`config.mk`:
```
export PLATFORM = sky130hd
export DESIGN_NAME = compute_clock_gate_controller
export DESIGN_NICKNAME = d
export VERILOG_FILES = /design/src/rtl/compute_clock_gate_controller.sv
export SDC_FILE = /design/constraint.sdc
export NUM_CORES = 1
export LEC_CHECK = 0
export ABC_AREA = 0
export BUFFER_PORTS_ARGS = -buffer_cell sky130_fd_sc_hd__buf_2
export CAP_MARGIN = 10
export CORE_MARGIN = 3
export CORE_UTILIZATION = 45
export DETAILED_ROUTE_END_ITERATION = 7
export GPL_ROUTABILITY_DRIVEN = 0
export PLACE_DENSITY_LB_ADDON = 0.15
export SLEW_MARGIN = 20
export SYNTH_ARGS = -nofsm -noshare
export SYNTH_HDL_FRONTEND = slang
export SYNTH_SLANG_ARGS = --single-unit
```
`constraint.sdc`:
```
create_clock -name control_clock -period 5.55 [get_ports control_clock]
set_clock_uncertainty 0.1 [all_clocks]
set_input_delay 0.555 -clock control_clock [delete_from_list [all_inputs] [get_ports control_clock]]
set_output_delay 0.555 -clock control_clock [all_outputs]
set_load 0.005 [all_outputs]
```
`src/rtl/compute_clock_gate_controller.sv`:
```
// compute_clock_gate_controller: sequences the active-low enable of the gated
// compute clock. It runs a programmed cycle budget, drains the gating buffer
// before declaring the clock stopped, and hands the frozen core array to stall
// requesters in round-robin order.
// Optional build macro: CLOCK_GATE_STATS_EN adds the stall_cycles output.
module compute_clock_gate_controller #(
    parameter int NUM_REQ      = 4,
    parameter int COUNT_W      = 48,
    parameter int GATE_LATENCY = 2
) (
    input  logic               control_clock,
    input  logic               reset_n,
    input  logic               start,
    input  logic [COUNT_W-1:0] cycle_budget,
    input  logic               abort,
    input  logic [NUM_REQ-1:0] req,
    output logic [NUM_REQ-1:0] grant,
    output logic               compute_clock_en_n,
    output logic               busy,
    output logic               done,
    output logic [COUNT_W-1:0] cycles_executed
`ifdef CLOCK_GATE_STATS_EN
    ,
    output logic [COUNT_W-1:0] stall_cycles
`endif
);

    localparam int PTR_W = (NUM_REQ > 1) ? $clog2(NUM_REQ) : 1;
    localparam int LAT_W = $clog2(GATE_LATENCY + 1);

    typedef enum logic [1:0] {S_IDLE, S_RUN, S_DRAIN, S_GRANT} state_t;
    typedef enum logic [1:0] {R_FINISH, R_ABORT, R_STALL} reason_t;

    state_t             state_q, state_d;
    reason_t            reason_q, reason_d;
    logic [LAT_W-1:0]   drain_q, drain_d;
    logic [COUNT_W-1:0] rem_q, rem_d;
    logic [COUNT_W-1:0] cyc_q, cyc_d;
    logic               en_n_q, en_n_d;
    logic [NUM_REQ-1:0] grant_q, grant_d;
    logic [PTR_W-1:0]   gidx_q, gidx_d;
    logic [PTR_W-1:0]   ptr_q, ptr_d;
    logic               gap_q, gap_d;
    logic               busy_q, busy_d;
    logic               done_q, done_d;
    logic [PTR_W-1:0]   pick;
`ifdef CLOCK_GATE_STATS_EN
    logic [COUNT_W-1:0] stall_q, stall_d;
`endif

    function automatic logic [PTR_W-1:0] rr_next(input logic [PTR_W-1:0] c);
        return (c == PTR_W'(NUM_REQ - 1)) ? '0 : c + 1'b1;
    endfunction

    // First requester at or after the pointer, wrapping modulo NUM_REQ.
    function automatic logic [PTR_W-1:0] rr_pick(input logic [NUM_REQ-1:0] r,
                                                 input logic [PTR_W-1:0]   p);
        logic [PTR_W-1:0] c;
        logic [PTR_W-1:0] sel;
        logic             found;
        c     = p;
        sel   = p;
        found = 1'b0;
        for (int i = 0; i < NUM_REQ; i++) begin
            if (!found && r[c]) begin
                sel   = c;
                found = 1'b1;
            end
            c = rr_next(c);
        end
        return sel;
    endfunction

    function automatic logic [NUM_REQ-1:0] onehot(input logic [PTR_W-1:0] idx);
        logic [NUM_REQ-1:0] g;
        g      = '0;
        g[idx] = 1'b1;
        return g;
    endfunction

    // Next-state and registered-output logic for the run/drain/grant sequencer.
    always_comb begin
        state_d  = state_q;
        reason_d = reason_q;
        drain_d  = drain_q;
        rem_d    = rem_q;
        cyc_d    = cyc_q;
        en_n_d   = en_n_q;
        grant_d  = grant_q;
        gidx_d   = gidx_q;
        ptr_d    = ptr_q;
        gap_d    = gap_q;
        done_d   = 1'b0;
        pick     = rr_pick(req, ptr_q);
`ifdef CLOCK_GATE_STATS_EN
        stall_d  = stall_q;
        if ((state_q == S_DRAIN && reason_q == R_STALL) || state_q == S_GRANT)
            stall_d = stall_q + 1'b1;
`endif
        case (state_q)
            S_IDLE: begin
                if (start) begin
`ifdef CLOCK_GATE_STATS_EN
                    stall_d = '0;
`endif
                    if (cycle_budget != '0) begin
                        rem_d   = cycle_budget;
                        cyc_d   = '0;
                        en_n_d  = 1'b0;
                        state_d = S_RUN;
                    end else begin
                        done_d  = 1'b1;
                    end
                end
            end
            S_RUN: begin
                // This cycle ran with the clock enabled, so it always counts.
                rem_d = rem_q - 1'b1;
                cyc_d = cyc_q + 1'b1;
                if (abort || rem_q == COUNT_W'(1) || req != '0) begin
                    en_n_d   = 1'b1;
                    drain_d  = '0;
                    state_d  = S_DRAIN;
                    reason_d = abort ? R_ABORT :
                               (rem_q == COUNT_W'(1)) ? R_FINISH : R_STALL;
                end
            end
            S_DRAIN: begin
                drain_d = drain_q + 1'b1;
                if (abort) reason_d = R_ABORT;
                if (drain_q == LAT_W'(GATE_LATENCY - 1)) begin
                    if (abort || reason_q != R_STALL) begin
                        done_d  = 1'b1;
                        state_d = S_IDLE;
                    end else if (req != '0) begin
                        grant_d = onehot(pick);
                        gidx_d  = pick;
                        gap_d   = 1'b0;
                        state_d = S_GRANT;
                    end else begin
                        en_n_d  = 1'b0;
                        state_d = S_RUN;
                    end
                end
            end
            S_GRANT: begin
                if (abort) reason_d = R_ABORT;
                if (!gap_q) begin
                    // An active grant is only ever ended by its own requester.
                    if (!req[gidx_q]) begin
                        grant_d = '0;
                        ptr_d   = rr_next(gidx_q);
                        gap_d   = 1'b1;
                    end
                end else if (abort || reason_q == R_ABORT) begin
                    gap_d   = 1'b0;
                    done_d  = 1'b1;
                    state_d = S_IDLE;
                end else if (req != '0) begin
                    grant_d = onehot(pick);
                    gidx_d  = pick;
                    gap_d   = 1'b0;
                end else begin
                    gap_d   = 1'b0;
                    en_n_d  = 1'b0;
                    state_d = S_RUN;
                end
            end
            default: state_d = S_IDLE;
        endcase
        busy_d = (state_d != S_IDLE);
    end

    // State and output registers; reset gates the clock off at once.
    always_ff @(posedge control_clock) begin
        if (!reset_n) begin
            state_q  <= S_IDLE;
            reason_q <= R_FINISH;
            drain_q  <= '0;
            rem_q    <= '0;
            cyc_q    <= '0;
            en_n_q   <= 1'b1;
            grant_q  <= '0;
            gidx_q   <= '0;
            ptr_q    <= '0;
            gap_q    <= 1'b0;
            busy_q   <= 1'b0;
            done_q   <= 1'b0;
`ifdef CLOCK_GATE_STATS_EN
            stall_q  <= '0;
`endif
        end else begin
            state_q  <= state_d;
            reason_q <= reason_d;
            drain_q  <= drain_d;
            rem_q    <= rem_d;
            cyc_q    <= cyc_d;
            en_n_q   <= en_n_d;
            grant_q  <= grant_d;
            gidx_q   <= gidx_d;
            ptr_q    <= ptr_d;
            gap_q    <= gap_d;
            busy_q   <= busy_d;
            done_q   <= done_d;
`ifdef CLOCK_GATE_STATS_EN
            stall_q  <= stall_d;
`endif
        end
    end

    assign grant              = grant_q;
    assign compute_clock_en_n = en_n_q;
    assign busy               = busy_q;
    assign done               = done_q;
    assign cycles_executed    = cyc_q;
`ifdef CLOCK_GATE_STATS_EN
    assign stall_cycles       = stall_q;
`endif

endmodule

```
==> results.yml <==
outcome:
  status: "completed"
layout:
  final_cell_mix: "dfxtp_1 (113), buf_2 (110), nor2_1 (89)"
  final_nets: 977
  syn_to_final_growth_pct: 18.5
  multi_input_area_mm2: 0.00408
  final_common_cell: "dfxtp_1"
  drive_above_1_share_pct: 18.9
  register_area_mm2: 0.00228
  antennaDiodeCount: 0
  num-fill-cells: 1345
grt:
  antenna_found_initial: 1
  grt_overflow_total: 0
  grt_pass1_vias: 6064
  grtUsageTotal_pct: 23.8
  grt_max_degree: 47
  grt_pass1_wl_um: 31400
setup_path:
  worstReg2RegStart: "state_q[1]"
  crit_end: "cycles_executed[19]"
  r2r_cells: 6
  critPathCaptureType: "flop"
  crit_chain: "buf_2, nor4_1, nand4_1, nor4_1, or2_1, nand2_1, buf_4, a21oi_1"
  crit_required_ns: 5.79
  ff2ff_setup_slack_ns: 2.47
  cp_slowest_cell: "or2_1"
  arrival_ns: 3.77
  worstPathMaxFanout: 46
  cp-start-kind: "input pin"
  cp-startpoint: "cycle_budget[36]"
  crit_top_cell: "nor4_1"
  regToRegEndpoint: "cycles_executed[19]"
  slowest_delay_ns: 0.88
  crit_type: "in2reg"
clocking:
  clk_latency_ns: 0.41
  clkTransAtPathRegs_ns: 0.05
  postCtsSetupBuffers: 0
  clock_sinks: 114
  cts_root_buffer: "clkbuf_16"
  cts_tree: "yes"
  cts_hold_buf: 0
  cts_made_buffers: 17
  cts_buffer_depth: 2
  cts_resized: 0
  cts_max_level: 4
synth:
  syn_area_per_cell_um2: 8.00
  synth_mux_area_share_pct: 2.55
  synthXorXnorAreaFrac_pct: 4.09
  synth_flop_cell: "dfxtp_1"
  netlist_area_mm2: 0.00663
  syn_nets: 891
  synthSimpleGateAreaFrac_pct: 28.8
  synth_top_family_by_area: "simple AND/OR/NAND/NOR gates"
  syn_inst: 829
  ys_async_sr_fraction_pct: 0
  ys_warn_count: 0
  synth_compound_area_share_pct: 24.9
  synth_edf_count: 0
  ys_seq_area_share_pct: 34.4
  synth.distinct_cells: 70
  synth_fa_ha_area_share_pct: 1.13
  ys_seq_elements: 114
detailed_routing:
  drt-vias-per-instance: 6.22
  drtIter0Drc: 539
  drtPass1Iterations: 5
  wl_um: 19800
  wl_per_cell_um: 17.8
  ant_nets: 0
  route.detailed.drc: 0
  vias: 6881
floorplan:
  dieHeight_um: 127
  die_w_um: 127
  rows: 43
  fp.coreArea_mm2: 0.0141
  initial_utilization_pct: 46.9
  dieArea_mm2: 0.0162
  io_pins: 111
pwr:
  p_int_w: 0.00171
  p_leak_nw: 2.82
  p_sw_share_pct: 28.0
  p_sw_w: 0.000665
  seqPwrFrac_pct: 39.2
  clockPowerShare_pct: 45.0
  comb_power_share_pct: 15.8
  power_density_mw_per_mm2: 302
  ir_drop_v: 0.000244
sta:
  setup_violations: 0
  rsz0062_at_grt: "no"
  fmax_ghz: 0.283
  post-route-period-util_pct: 63.6
  slew_violations: 0
  worst_pin_slew_ns: 1.12
  max-slew-margin-rel_pct: 25.2
  tns_ns: 0
  period_minus_slack_ns: 3.53
  layout_setup_ws_ns: 2.02
  hold_violations: 0
worst_hold_path:
  min_path_type: "in2reg"
  min-delay-start: "cycle_budget[13]"
run:
  maxCapViolations: 0
placed_design:
  dp_hpwl_um: 13700
  preCtsSetupSlack_ns: 1.58
  numPortBuffers: 110
==> how the worst min path moves through the flow <==
stage | endpoint | slack [ns] | depth (start not counted)
global route | rem_q[13] | 0.31 | 3
floorplan | rem_q[44] | 0.36 | 2
global placement | grant[1] | 0.35 | 1
finish | rem_q[13] | 0.30 | 3
detailed placement | grant[3] | 0.35 | 1
CTS | rem_q[13] | 0.29 | 3
==> critical path: cells and delay by family <==
family / cells / cell delay [ns]
AOI/OAI and AO/OA: 1 / 0.20
and+or+nand+nor: 5 / 2.56
buffers and inverters: 2 / 0.43
==> flip-flops by register name, summed over array words and instances (netlist names), 2 cells and up <==
name             flops
cycles_executed     48
drain_q              2
gidx_q               2
grant                4
ptr_q                2
reason_q             2
rem_q               48
state_q              2
==> logic make-up (layout without fill, tap and decap cells) <==
group / after synthesis / after routing
DFF: 114 / 114
AOI/OAI and AO/OA: 243 / 243
and+or+nand+nor: 350 / 350
adders and majority gates: 6 / 6
buffers and inverters: 72 / 170
muxes: 13 / 13
xor gates and xnor gates: 31 / 31
==> routing by layer <==
metal | vias up | routed length [um] | track usage (%)
met5 | - | 13 | 0
met4 | 2 | 331 | 7.32
met3 | 27 | 1390 | 5.73
met2 | 258 | 8600 | 35.9
met1 | 3229 | 9420 | 33.7
li1 | 3365 | - | -
==> per-stage QoR <==
step / utilization (%) / total power (W) / hold WS (ns) / cell area, um2 / instances
after floorplan: - / 0.00119 / 0.355 / 6630 / 829
after global placement: 51.5 / 0.00131 / 0.347 / 7290 / 1076
after detailed placement: 51.5 / 0.00131 / 0.352 / 7290 / 1076
after CTS: 55.6 / 0.00238 / 0.292 / 7860 / 1107
after global routing: 55.6 / 0.00247 / 0.308 / 7860 / 1107
final: 55.6 / 0.00237 / 0.305 / 7860 / 1107
==> power groups by stage <==
stage                     Clock [W]  Combinational [W]  Sequential, W
final                       0.00107           0.000375       0.000931
after CTS                   0.00108           0.000371       0.000928
after global placement            0           0.000369       0.000945
after global routing        0.00112           0.000413       0.000937
after floorplan                   0           0.000271       0.000922
after detailed placement          0           0.000369       0.000945
==> synth_stat cells, types with 18 or more instances <==
library cell  count  area (um2)
or4_1            21         158
a21oi_1          66         330
xnor2_1          19         166
o21ai_0          35         175
nor2_1           90         338
clkbuf_1         45         169
inv_1            18        67.6
dfxtp_1         114        2280
nand4_1          18         113
nor3_1           24         120
nand3_1          23         115
nand2_1          59         221
nor4_1           30         188
==> cell type report <==
class / count / share of cell area [%]
multi-input cells: 643 / 51.9
flip-flops and latches: 114 / 29.0
repair buffers: 120 / 7.96
clock buffers: 26 / 6.35
well taps: 180 / 2.86
clock inverters: 5 / 0.955
inverters: 19 / 0.907
(Power assumes the default switching activity.)
